**config.mk**
```make
export PLATFORM = sky130hd
export DESIGN_NAME = if_id_pipeline_register_flat
export DESIGN_NICKNAME = d
export VERILOG_FILES = /design/src/rtl/if_id_pipeline_register_if.sv /design/src/rtl/if_id_pipeline_register.sv /design/src/flat_wrapper.sv
export SDC_FILE = /design/constraint.sdc
export NUM_CORES = 1
export LEC_CHECK = 0
export CAP_MARGIN = 15
export CORE_MARGIN = 2
export CORE_UTILIZATION = 25
export CTS_CLUSTER_DIAMETER = 200
export DETAILED_ROUTE_END_ITERATION = 6
export PLACE_DENSITY = 0.58
export SLEW_MARGIN = 20
export SYNTH_ARGS = -nofsm -noshare
export SYNTH_HDL_FRONTEND = slang
export SYNTH_SLANG_ARGS = --single-unit
export TNS_END_PERCENT = 10
```
**constraint.sdc**
```tcl
create_clock -name clock -period 0.9 [get_ports clock]
set_input_delay 0.135 -clock clock [delete_from_list [all_inputs] [get_ports clock]]
set_output_delay 0.135 -clock clock [all_outputs]
set_load 0.005 [all_outputs]
```
**src/rtl/if_id_pipeline_register_if.sv**
```systemverilog
// IF/ID boundary bus: fetch-side inputs to the pipeline register and the
// registered instruction/PC+4 presented to the ID stage.
interface if_id_pipeline_register_if #(
  parameter int DATA_WIDTH = 32
);

  logic [DATA_WIDTH-1:0] instruction;
  logic [DATA_WIDTH-1:0] next_PC;
  logic                  hit;
  logic                  stall;
  logic                  flush;

  logic [DATA_WIDTH-1:0] instruction_output;
  logic [DATA_WIDTH-1:0] next_PC_output;
  logic                  valid_output;

  // The IF stage / hazard unit side drives the controls and fetched data
  modport master (
    output instruction,
    output next_PC,
    output hit,
    output stall,
    output flush,
    input  instruction_output,
    input  next_PC_output,
    input  valid_output
  );

  modport slave (
    input  instruction,
    input  next_PC,
    input  hit,
    input  stall,
    input  flush,
    output instruction_output,
    output next_PC_output,
    output valid_output
  );

endinterface

```
**src/rtl/if_id_pipeline_register.sv**
```systemverilog
// IF/ID pipeline register: captures instruction and PC+4 on a cache hit,
// holds on stall or miss, and inserts a bubble on flush.
module if_id_pipeline_register #(
  parameter int                    DATA_WIDTH      = 32,
  parameter logic [DATA_WIDTH-1:0] NOP_INSTRUCTION = '0
) (
  input logic                      clock,
  input logic                      reset_n,
  if_id_pipeline_register_if.slave bus
);

  logic [DATA_WIDTH-1:0] instruction_reg;
  logic [DATA_WIDTH-1:0] next_pc_reg;
  logic                  valid_reg;

  logic                  do_bubble;
  logic                  do_load;

  // Flush outranks stall and miss so a squashed instruction never survives a hold
  always_comb begin
    do_bubble = 1'b0;
    do_load   = 1'b0;
    if (bus.flush) begin
      do_bubble = 1'b1;
    end else if (!bus.stall && bus.hit) begin
      do_load = 1'b1;
    end
  end

  always_ff @(posedge clock or negedge reset_n) begin
    if (!reset_n) begin
      instruction_reg <= NOP_INSTRUCTION;
      next_pc_reg     <= '0;
      valid_reg       <= 1'b0;
    end else if (do_bubble) begin
      instruction_reg <= NOP_INSTRUCTION;
      next_pc_reg     <= '0;
      valid_reg       <= 1'b0;
    end else if (do_load) begin
      instruction_reg <= bus.instruction;
      next_pc_reg     <= bus.next_PC;
      valid_reg       <= 1'b1;
    end
  end

  assign bus.instruction_output = instruction_reg;
  assign bus.next_PC_output     = next_pc_reg;
  assign bus.valid_output       = valid_reg;

endmodule

```
**src/flat_wrapper.sv**
```systemverilog
// flat-port wrapper written by rule: the top's interface ports become plain ports
module if_id_pipeline_register_flat 
#(
  parameter int                    DATA_WIDTH      = 32,
  parameter logic [DATA_WIDTH-1:0] NOP_INSTRUCTION = '0
)
  (clock, reset_n, bus_instruction, bus_next_PC, bus_hit, bus_stall, bus_flush, bus_instruction_output, bus_next_PC_output, bus_valid_output);
  if_id_pipeline_register_if #(.DATA_WIDTH(DATA_WIDTH)) bus_i ();
  input logic clock;
  input logic reset_n;
  input wire logic [$bits(bus_i.instruction)-1:0] bus_instruction;
  input wire logic [$bits(bus_i.next_PC)-1:0] bus_next_PC;
  input wire logic [$bits(bus_i.hit)-1:0] bus_hit;
  input wire logic [$bits(bus_i.stall)-1:0] bus_stall;
  input wire logic [$bits(bus_i.flush)-1:0] bus_flush;
  output wire logic [$bits(bus_i.instruction_output)-1:0] bus_instruction_output;
  output wire logic [$bits(bus_i.next_PC_output)-1:0] bus_next_PC_output;
  output wire logic [$bits(bus_i.valid_output)-1:0] bus_valid_output;
  assign bus_i.instruction = bus_instruction;
  assign bus_i.next_PC = bus_next_PC;
  assign bus_i.hit = bus_hit;
  assign bus_i.stall = bus_stall;
  assign bus_i.flush = bus_flush;
  assign bus_instruction_output = bus_i.instruction_output;
  assign bus_next_PC_output = bus_i.next_PC_output;
  assign bus_valid_output = bus_i.valid_output;
  if_id_pipeline_register #(.DATA_WIDTH(DATA_WIDTH), .NOP_INSTRUCTION(NOP_INSTRUCTION)) u_core (.clock(clock), .reset_n(reset_n), .bus(bus_i));
endmodule
```
# Word level (Yosys, flattened, before mapping)
# Index checks and enable logic that the tools add are counted.
# word_totals
ff_bits,65
latchBits,0
ram_bits,0
mem_bits_ro,0
inputBits,69
output_inout_bits,65
word_cells,15
n_memories,0
# op_classes
addsub,0
multipliers,0
div_mod_pow,0
n_lt_le_gt_ge,0
eq_ne,0
shift,0
n_mux,9
bitwise_logic,0
n_reduce_logical,3
# ops
op,n
$mux W32,4
$mux W1,5
$reduce_bool A2 Y1,1
$logic_and A1 B1 Y1,1
$logic_not A1 Y1,1

# Depth between registers and ports, before layout
# Gate-level depths: netlist (run 1).
# depth
word_depth,6
depth_mapped,4
ltp_nobuf,2

# Worst setup path after synthesis (run 1)
# Ideal clock, no wire load.
# synth_path
path_type,input to register
start,input port bus_hit
end,register u_core.instruction_reg[10] (netlist: u_core.bus.instruction_output[10])
setup_time_ns,0.076
arrival_ns,0.663
required_ns,0.824
slack_ns,0.161
stages,4
n_path_buf,2
path_cell_list,nor2b_2 > buf_6 > buf_4 > o21ai_1
# synth_between
elab_chain_cells,4
# synth_lines
item,line,source
"start, declared",flat_wrapper.sv:13,input wire logic [$bits(bus_i.hit)-1:0] bus_hit;
$logic_and A1 B1 Y1,if_id_pipeline_register.sv:25,end else if (!bus.stall && bus.hit) begin
$mux W1,if_id_pipeline_register.sv:25,
$mux W1,if_id_pipeline_register.sv:23,if (bus.flush) begin
$reduce_bool A2 Y1 (no source line),--,
"end signal, assigned",if_id_pipeline_register.sv:40,instruction_reg <= bus.instruction;
"end, declared",if_id_pipeline_register.sv:12,logic [DATA_WIDTH-1:0] instruction_reg;
# No other way between the ends.
# A chain may end at the register's enable or synchronous reset.

# Worst setup path after layout (run 1)
# layout_path
start,register u_core.next_pc_reg[24] (netlist: u_core.bus.next_PC_output[24])
end,output port bus_next_PC_output[24]
# layout_lines
item,line,source
"start, declared",if_id_pipeline_register.sv:13,logic [DATA_WIDTH-1:0] next_pc_reg;
"start signal, assigned",if_id_pipeline_register.sv:41,next_pc_reg <= bus.next_PC;
"end, declared",flat_wrapper.sv:17,output wire logic [$bits(bus_i.next_PC_output)-1:0] bus_next_PC_output;
# No word-level cell between the ends.

==> results by group, run 1 <==
Detailed routing
  – Via/cell ratio: 4.53
  – Drt wl/cell: between 15 and 20 µm
  – DRC: 0
  – Final wirelength: 9.65 mm
  – Post-DRT Antenna Nets: 0
  – Drt first pass iters: 4
  – Initial detailed-routing violation count: roughly 140
  – Routed vias: 2775

Place
  – Post-DP HPWL: 5.71 mm
  – Area after DPL: 0.00483 mm²
  – I/O Buffers: between 100 and 150
  – Routability cong.: around 0.7

Critical path
  – Crit start category: flip-flop
  – Worst Path Arrival: 0.86 ns
  – Critical path type: flip-flop to output port
  – Highest cell delay on the worst timing path: 0.39 ns
  – CP Cell Sequence: buf_2
  – Critical Path RT: roughly 0.76 ns
  – Slowest cell on the critical path: dfrtp_1
  – Maximum net fanout on the critical path: 2
  – CP top delay family: flip-flops
  – WP buf/inv: 1
  – CP Capture Type: output port

Die
  – Chip height: 119 µm
  – # IOs: ~130
  – Core Region: between 0.01 and 0.015 mm²
  – Chip width: about 120 µm
  – Effective utilization at floorplan: between 20% and 30%
  – Die area: approximately 0.014 mm²
  – Rows: between 40 and 50

Synthesis
  – YS warnings: 0
  – Syn_nets: 363
  – Mapped cell area: about 0.0033 mm²
  – Mapped Cells: ~290
  – Synth unique cells: 12
  – Synth Area in Compound Gates: ~10%
  – #FFs+latches synth: between 60 and 70
  – Synth Area in XOR/XNOR: 0%
  – Post-synthesis simple-gate area fraction: 34.2%
  – Largest family of logic cells by synthesized area: simple AND/OR/NAND/NOR gates
  – Mux cell area share after synthesis: 0%
  – Sequential fraction of the synthesis area: 49.2%
  – Avg Cell Area, Syn: 11.2 µm²
  – Adder-Cell Fraction of Synth Area: 0%

Run status
  – Status: complete, but fails checks
  – Failing checks: negative setup slack

Cells and area
  – FF/Latch Area: around 0.0016 mm²
  – Layout cells sized above 1: about a quarter
  – N_diodes: 0
  – Most common cell after layout, fill and taps aside: buf_2
  – Layout overhead on the synthesized area: 48.0%
  – Most frequent cells in the layout: buf_2, dfrtp_1, nand2b_1, nand4bb_1, clkdlybuf4s50_1
  – Final Cell Area: just under 0.005 mm²
  – Multi-input logic area: 0.00147 mm²
  – Fillers: about 1300
  – NumNets Final: roughly 500
  – Layout Utilization: roughly 37%

GRT
  – Number of global-route vias before repair: 2954
  – Antenna violations before repair: 0
  – Global-route wire length before repair: roughly 16 mm
  – Total gr overflow: 0
  – GRT Overall Usage: ~14%
  – Pin count of the biggest net entering global routing: 79

Timing
  – Fmax achieved: ~1000 MHz
  – Final Setup Violations: 65
  – Unrepaired setup endpoints after global routing: true
  – Fin. Hold Viols: 0
  – Layout Skew: 0 ns
  – Min Tclk post-route: 0.995 ns
  – Max-slew violations: 0
  – Tcrit/Tclk final: 111%
  – Worst Tran Pin Value: between 0.3 and 0.4 ns
  – Max-slew headroom: approximately three quarters
  – Final worst slack: -0.0947 ns

Power and ir drop
  – Sw frac: between 20% and 30%
  – Cell Int Power: roughly 5700 µW
  – Switching pwr: ~1800 µW
  – Power consumption: ~7500 µW
  – Logic pwr share: roughly 15%
  – Seq pwr share: about two fifths
  – Clock network power share: a little over two fifths
  – Worst-case vdd ir drop: 0.000525 V
  – P_leak: 0.00216 µW
  – Power per Cell Area: approximately 1500 mW/mm²

Clock network
  – Skew-Pair Late Insertion Delay: about 0.33 ns
  – Root buffer cell: clkbuf_16
  – Clock Tree Buf Depth: 2
  – CTS HTree Levels: 3
  – CTS Sinks: between 60 and 70
  – CTS tree: built
  – TritonCTS Buffers: 9
  – Worst-path clk slew: 0.06 ns

Worst hold path
  – Worst Hold Class: input pin to asynchronous set/reset pin

Run
  – Max cap viols: 0
[state kept, by name (all words and copies together), names as in the netlist]
register                       cells
u_core.bus.valid_output            1
u_core.bus.instruction_output     32
u_core.bus.next_PC_output         32
[worst register-to-register path, stage by stage (launching register included)]
cell and delay, ns:
dfrtp_1 0.39, buf_4 0.13, buf_4 0.12, nand2b_1 0.06, o21ai_1 0.06
[logic make-up (layout without fill, tap and decap cells)]
logic type,after synthesis,count (layout)
simple gates,129,129
compound gates,65,65
flops,65,65
buf+inv,35,178
[repair_timing]
item                                   4_1_cts  5_1_grt
hold buffers                                 1        0
gates resized for setup                    260        1
setup endpoints to repair                   65       66
cloned                                       0        0
endpoints found under the hold margin       65        0
buffers inserted                            10        4
[final timing paths]
path,from,to,slack [ns],cells past startpoint
setup / recovery,u_core.bus.next_PC_output[24],bus_next_PC_output[24],-0.09,1
min in group clock,bus_hit,u_core.bus.instruction_output[8],0.37,4
hold / removal,reset_n,u_core.bus.next_PC_output[1],0.36,3
hold reg to reg,u_core.bus.valid_output,u_core.bus.valid_output,0.51,1
max in group asynchronous,reset_n,u_core.bus.next_PC_output[23],0.25,3
setup reg to reg,u_core.bus.next_PC_output[24],u_core.bus.next_PC_output[24],0.03,4
[power groups by stage]
stage | clock network [µW] | registers [µW] | logic [µW]
2_1_floorplan | 0 | 3190 | 457
3_3_place_gp | 0 | 3180 | 1240
3_5_place_dp | 0 | 3190 | 1260
4_1_cts | 3370 | 3130 | 1170
5_1_grt | 3510 | 3150 | 1260
6_report | 3260 | 3130 | 1150
[per-stage QoR]
step	setup TNS, ns	cells	hold slack, ns	setup slack (ns)
after floorplan	0	294	-0.161	0.161
after global routing	-7.00	613	0.374	-0.127
after detailed placement	-7.39	582	0.196	-0.116
after global placement	-6.43	582	0.191	-0.122
final	-4.63	613	0.357	-0.0947
after CTS	-6.07	609	0.361	-0.118
[Yosys cell counts]
master | n | share of area (%)
nor2b_2 | 1 | 0.26
clkbuf_2 | 1 | 0.15
clkbuf_1 | 1 | 0.11
dfrtp_1 | 65 | 49
buf_2 | 22 | 3.3
o21ai_0 | 3 | 0.45
nand2b_1 | 64 | 12
buf_6 | 5 | 1.7
o21ba_2 | 1 | 0.30
buf_4 | 6 | 1.4
nand4bb_1 | 64 | 22
o21ai_1 | 61 | 9.2
[cell type report]
cell class | instances | area share [%]
timing repair buffer | 162 | 26.7
multi-input combinational | 194 | 29.9
clock inverter | 3 | 0.307
tap | 176 | 4.50
clock buffer | 13 | 5.32
sequential | 65 | 33.2
[metal layers]
layer  vias to the layer above  wire length [µm]  GRT usage (%)
li1                       1329                 -              -
met1                      1356              4290           17.6
met2                        74              4680           23.2
met3                        16               455           3.78
met4                         0               227           7.07
met5                         -                 0              0
(Power assumes the default switching activity.)
==> inputs of run 2 (changes only) <==
Settings changed: RECOVER_POWER set to 25.
==> results by group, run 2 (synthesis gave the netlist of run 1 again) <==
Critical path
  – CP Cell Sequence: buf_2
  – Slowest cell on the critical path: dfrtp_1
  – Critical path type: flip-flop to output port
  – Crit start category: flip-flop
  – Maximum net fanout on the critical path: 2 (unchanged)
  – Critical Path RT: 0.76 ns (about the same)
  – Highest cell delay on the worst timing path: 0.38 ns (about the same)
  – Worst Path Arrival: 0.86 ns (about the same)
  – CP top delay family: flip-flops
  – CP Capture Type: output port
  – WP buf/inv: 1 (unchanged)

GRT
  – Antenna violations before repair: 0 (unchanged)
  – Global-route wire length before repair: 15.9 mm (unchanged)
  – Number of global-route vias before repair: 2954 (unchanged)
  – Pin count of the biggest net entering global routing: 79 (unchanged)
  – GRT Overall Usage: 14.3% (unchanged)
  – Total gr overflow: 0 (unchanged)

Timing
  – Fmax achieved: 1010 MHz (+0.20%)
  – Final worst slack: -0.0927 ns (+0.00203 ns)
  – Layout Skew: 0 ns (unchanged)
  – Min Tclk post-route: 0.993 ns (-0.00203 ns)
  – Max-slew violations: 0 (unchanged)
  – Setup tns final: -4.62 ns (+0.0126 ns)
  – Tcrit/Tclk final: 110% (-0.23 points)
  – Fin. Hold Viols: 0 (unchanged)
  – Unrepaired setup endpoints after global routing: true
  – Max-slew headroom: 75.0% (-0.20 points)
  – Final Setup Violations: 65 (unchanged)
  – Worst Tran Pin Value: 0.376 ns (+0.00298 ns)

Detailed routing
  – Drt first pass iters: 4 (unchanged)
  – Post-DRT Antenna Nets: 0 (unchanged)
  – Drt wl/cell: 15.8 µm (+0.49%)
  – Routed vias: 2786 (+0.40%)
  – Initial detailed-routing violation count: 134 (-2.9%)
  – Final wirelength: 9.70 mm (+0.49%)
  – DRC: 0 (unchanged)
  – Via/cell ratio: 4.54 (+0.40%)

Place
  – Post-DP HPWL: 5.71 mm (unchanged)
  – I/O Buffers: 133 (unchanged)
  – Pre-CTS WS: -0.116 ns (unchanged)
  – Routability cong.: 0.705 (unchanged)
  – Placed Cells: 582 (unchanged)

Run status
  – Status: complete, but fails checks
  – Failing checks: negative setup slack

Power and ir drop
  – P_leak: 0.00215 µW (-0.28%)
  – Power per Cell Area: 1540 mW/mm² (-0.23%)
  – Worst-case vdd ir drop: 0.000525 V (about the same)

Clock network
  – CTS Sinks: 65 (unchanged)
  – Skew-Pair Late Insertion Delay: 0.33 ns (about the same)
  – Worst-path clk slew: 0.06 ns (about the same)
  – Clock Tree Buf Depth: 2 (unchanged)
  – CTS tree: built
  – Root buffer cell: clkbuf_16
  – CTS HTree Levels: 3 (unchanged)
  – TritonCTS Buffers: 9 (unchanged)

Die
  – # IOs: 134 (unchanged)
  – Die area: 0.0142 mm² (unchanged)
  – Effective utilization at floorplan: 25.3% (unchanged)
  – Chip width: 119 µm (unchanged)
  – Rows: 42 (unchanged)
  – Chip height: 119 µm (unchanged)
  – Core Region: 0.0131 mm² (unchanged)

Run
  – Max cap viols: 0 (unchanged)

Cells and area
  – NumNets Final: 501 (unchanged)
  – Layout overhead on the synthesized area: 48.0% (unchanged)
  – Most common cell after layout, fill and taps aside: buf_2
  – Layout Utilization: 37.4% (unchanged)
  – Final cell count without fillers: 613 (unchanged)
  – Most frequent cells in the layout: buf_2, dfrtp_1, nand2b_1, nand4bb_1, clkdlybuf4s50_1
  – N_diodes: 0 (unchanged)
  – Layout cells sized above 1: 25.9% (unchanged)

Worst hold path
  – Worst Hold Class: input pin to asynchronous set/reset pin
==> run 2: cell count changes in the layout (fill, tap and decap cells not counted) <==
cell,before,now
o21ai_0,2,33
o21ai_1,62,31
==> run 2: path summary, 6_finish.rpt <==
| path | from | end | slack, ns | cells after the start |
|---|---|---|---|---|
| worst max-delay path | u_core.bus.next_PC_output[24] | bus_next_PC_output[24] | -0.09 | 1 |
| worst min-delay path | reset_n | u_core.bus.next_PC_output[1] | 0.36 | 3 |
| worst max register to register | u_core.bus.next_PC_output[24] | u_core.bus.next_PC_output[24] | 0.03 | 4 |
| worst min register to register | u_core.bus.valid_output | u_core.bus.valid_output | 0.51 | 1 |
| max in group asynchronous | reset_n | u_core.bus.next_PC_output[23] | 0.25 | 3 |
| min in group clock | bus_flush | u_core.bus.next_PC_output[29] | 0.37 | 4 |
==> run 2: power breakdown <==
group | total (µW) | internal, µW | switching, µW
registers | 3130 | 3060 | 70.0
clock network | 3250 | 2000 | 1250
logic | 1140 | 665 | 475
==> run 2: per-layer routing <==
layer	GRT usage [%]	share of wire, %	vias to the layer above
li1	-	-	1331
met1	17.6	44	1363
met2	23.2	48	76
met3	3.78	4.7	16
met4	7.07	2.3	0
met5	0	0	-
==> run 2: stage by stage <==
stage / cell area (µm²) / power, µW / hold WS [ns]
after floorplan: 3310 / 3650 / -0.161
after global placement: 4830 / 4430 / 0.191
after detailed placement: 4830 / 4450 / 0.196
after CTS: 4860 / 7670 / 0.361
after global routing: 4890 / 7900 / 0.381
final: 4890 / 7530 / 0.357
==> run 2: layout make-up <==
cell class | count | area [µm²]
tap | 176 | 220
fill | 1324 | 8190
sequential | 65 | 1630
clock buffer | 13 | 260
timing repair buffer | 162 | 1310
multi-input combinational | 194 | 1470
clock inverter | 3 | 15.0
==> run 2: repair_timing <==
item	in CTS	in global routing
hold buffers	1	0
setup buffers	10	4
endpoints found under the hold margin	65	0
gates resized for setup	260	1
pin swaps	0	0
setup endpoints to repair	65	66
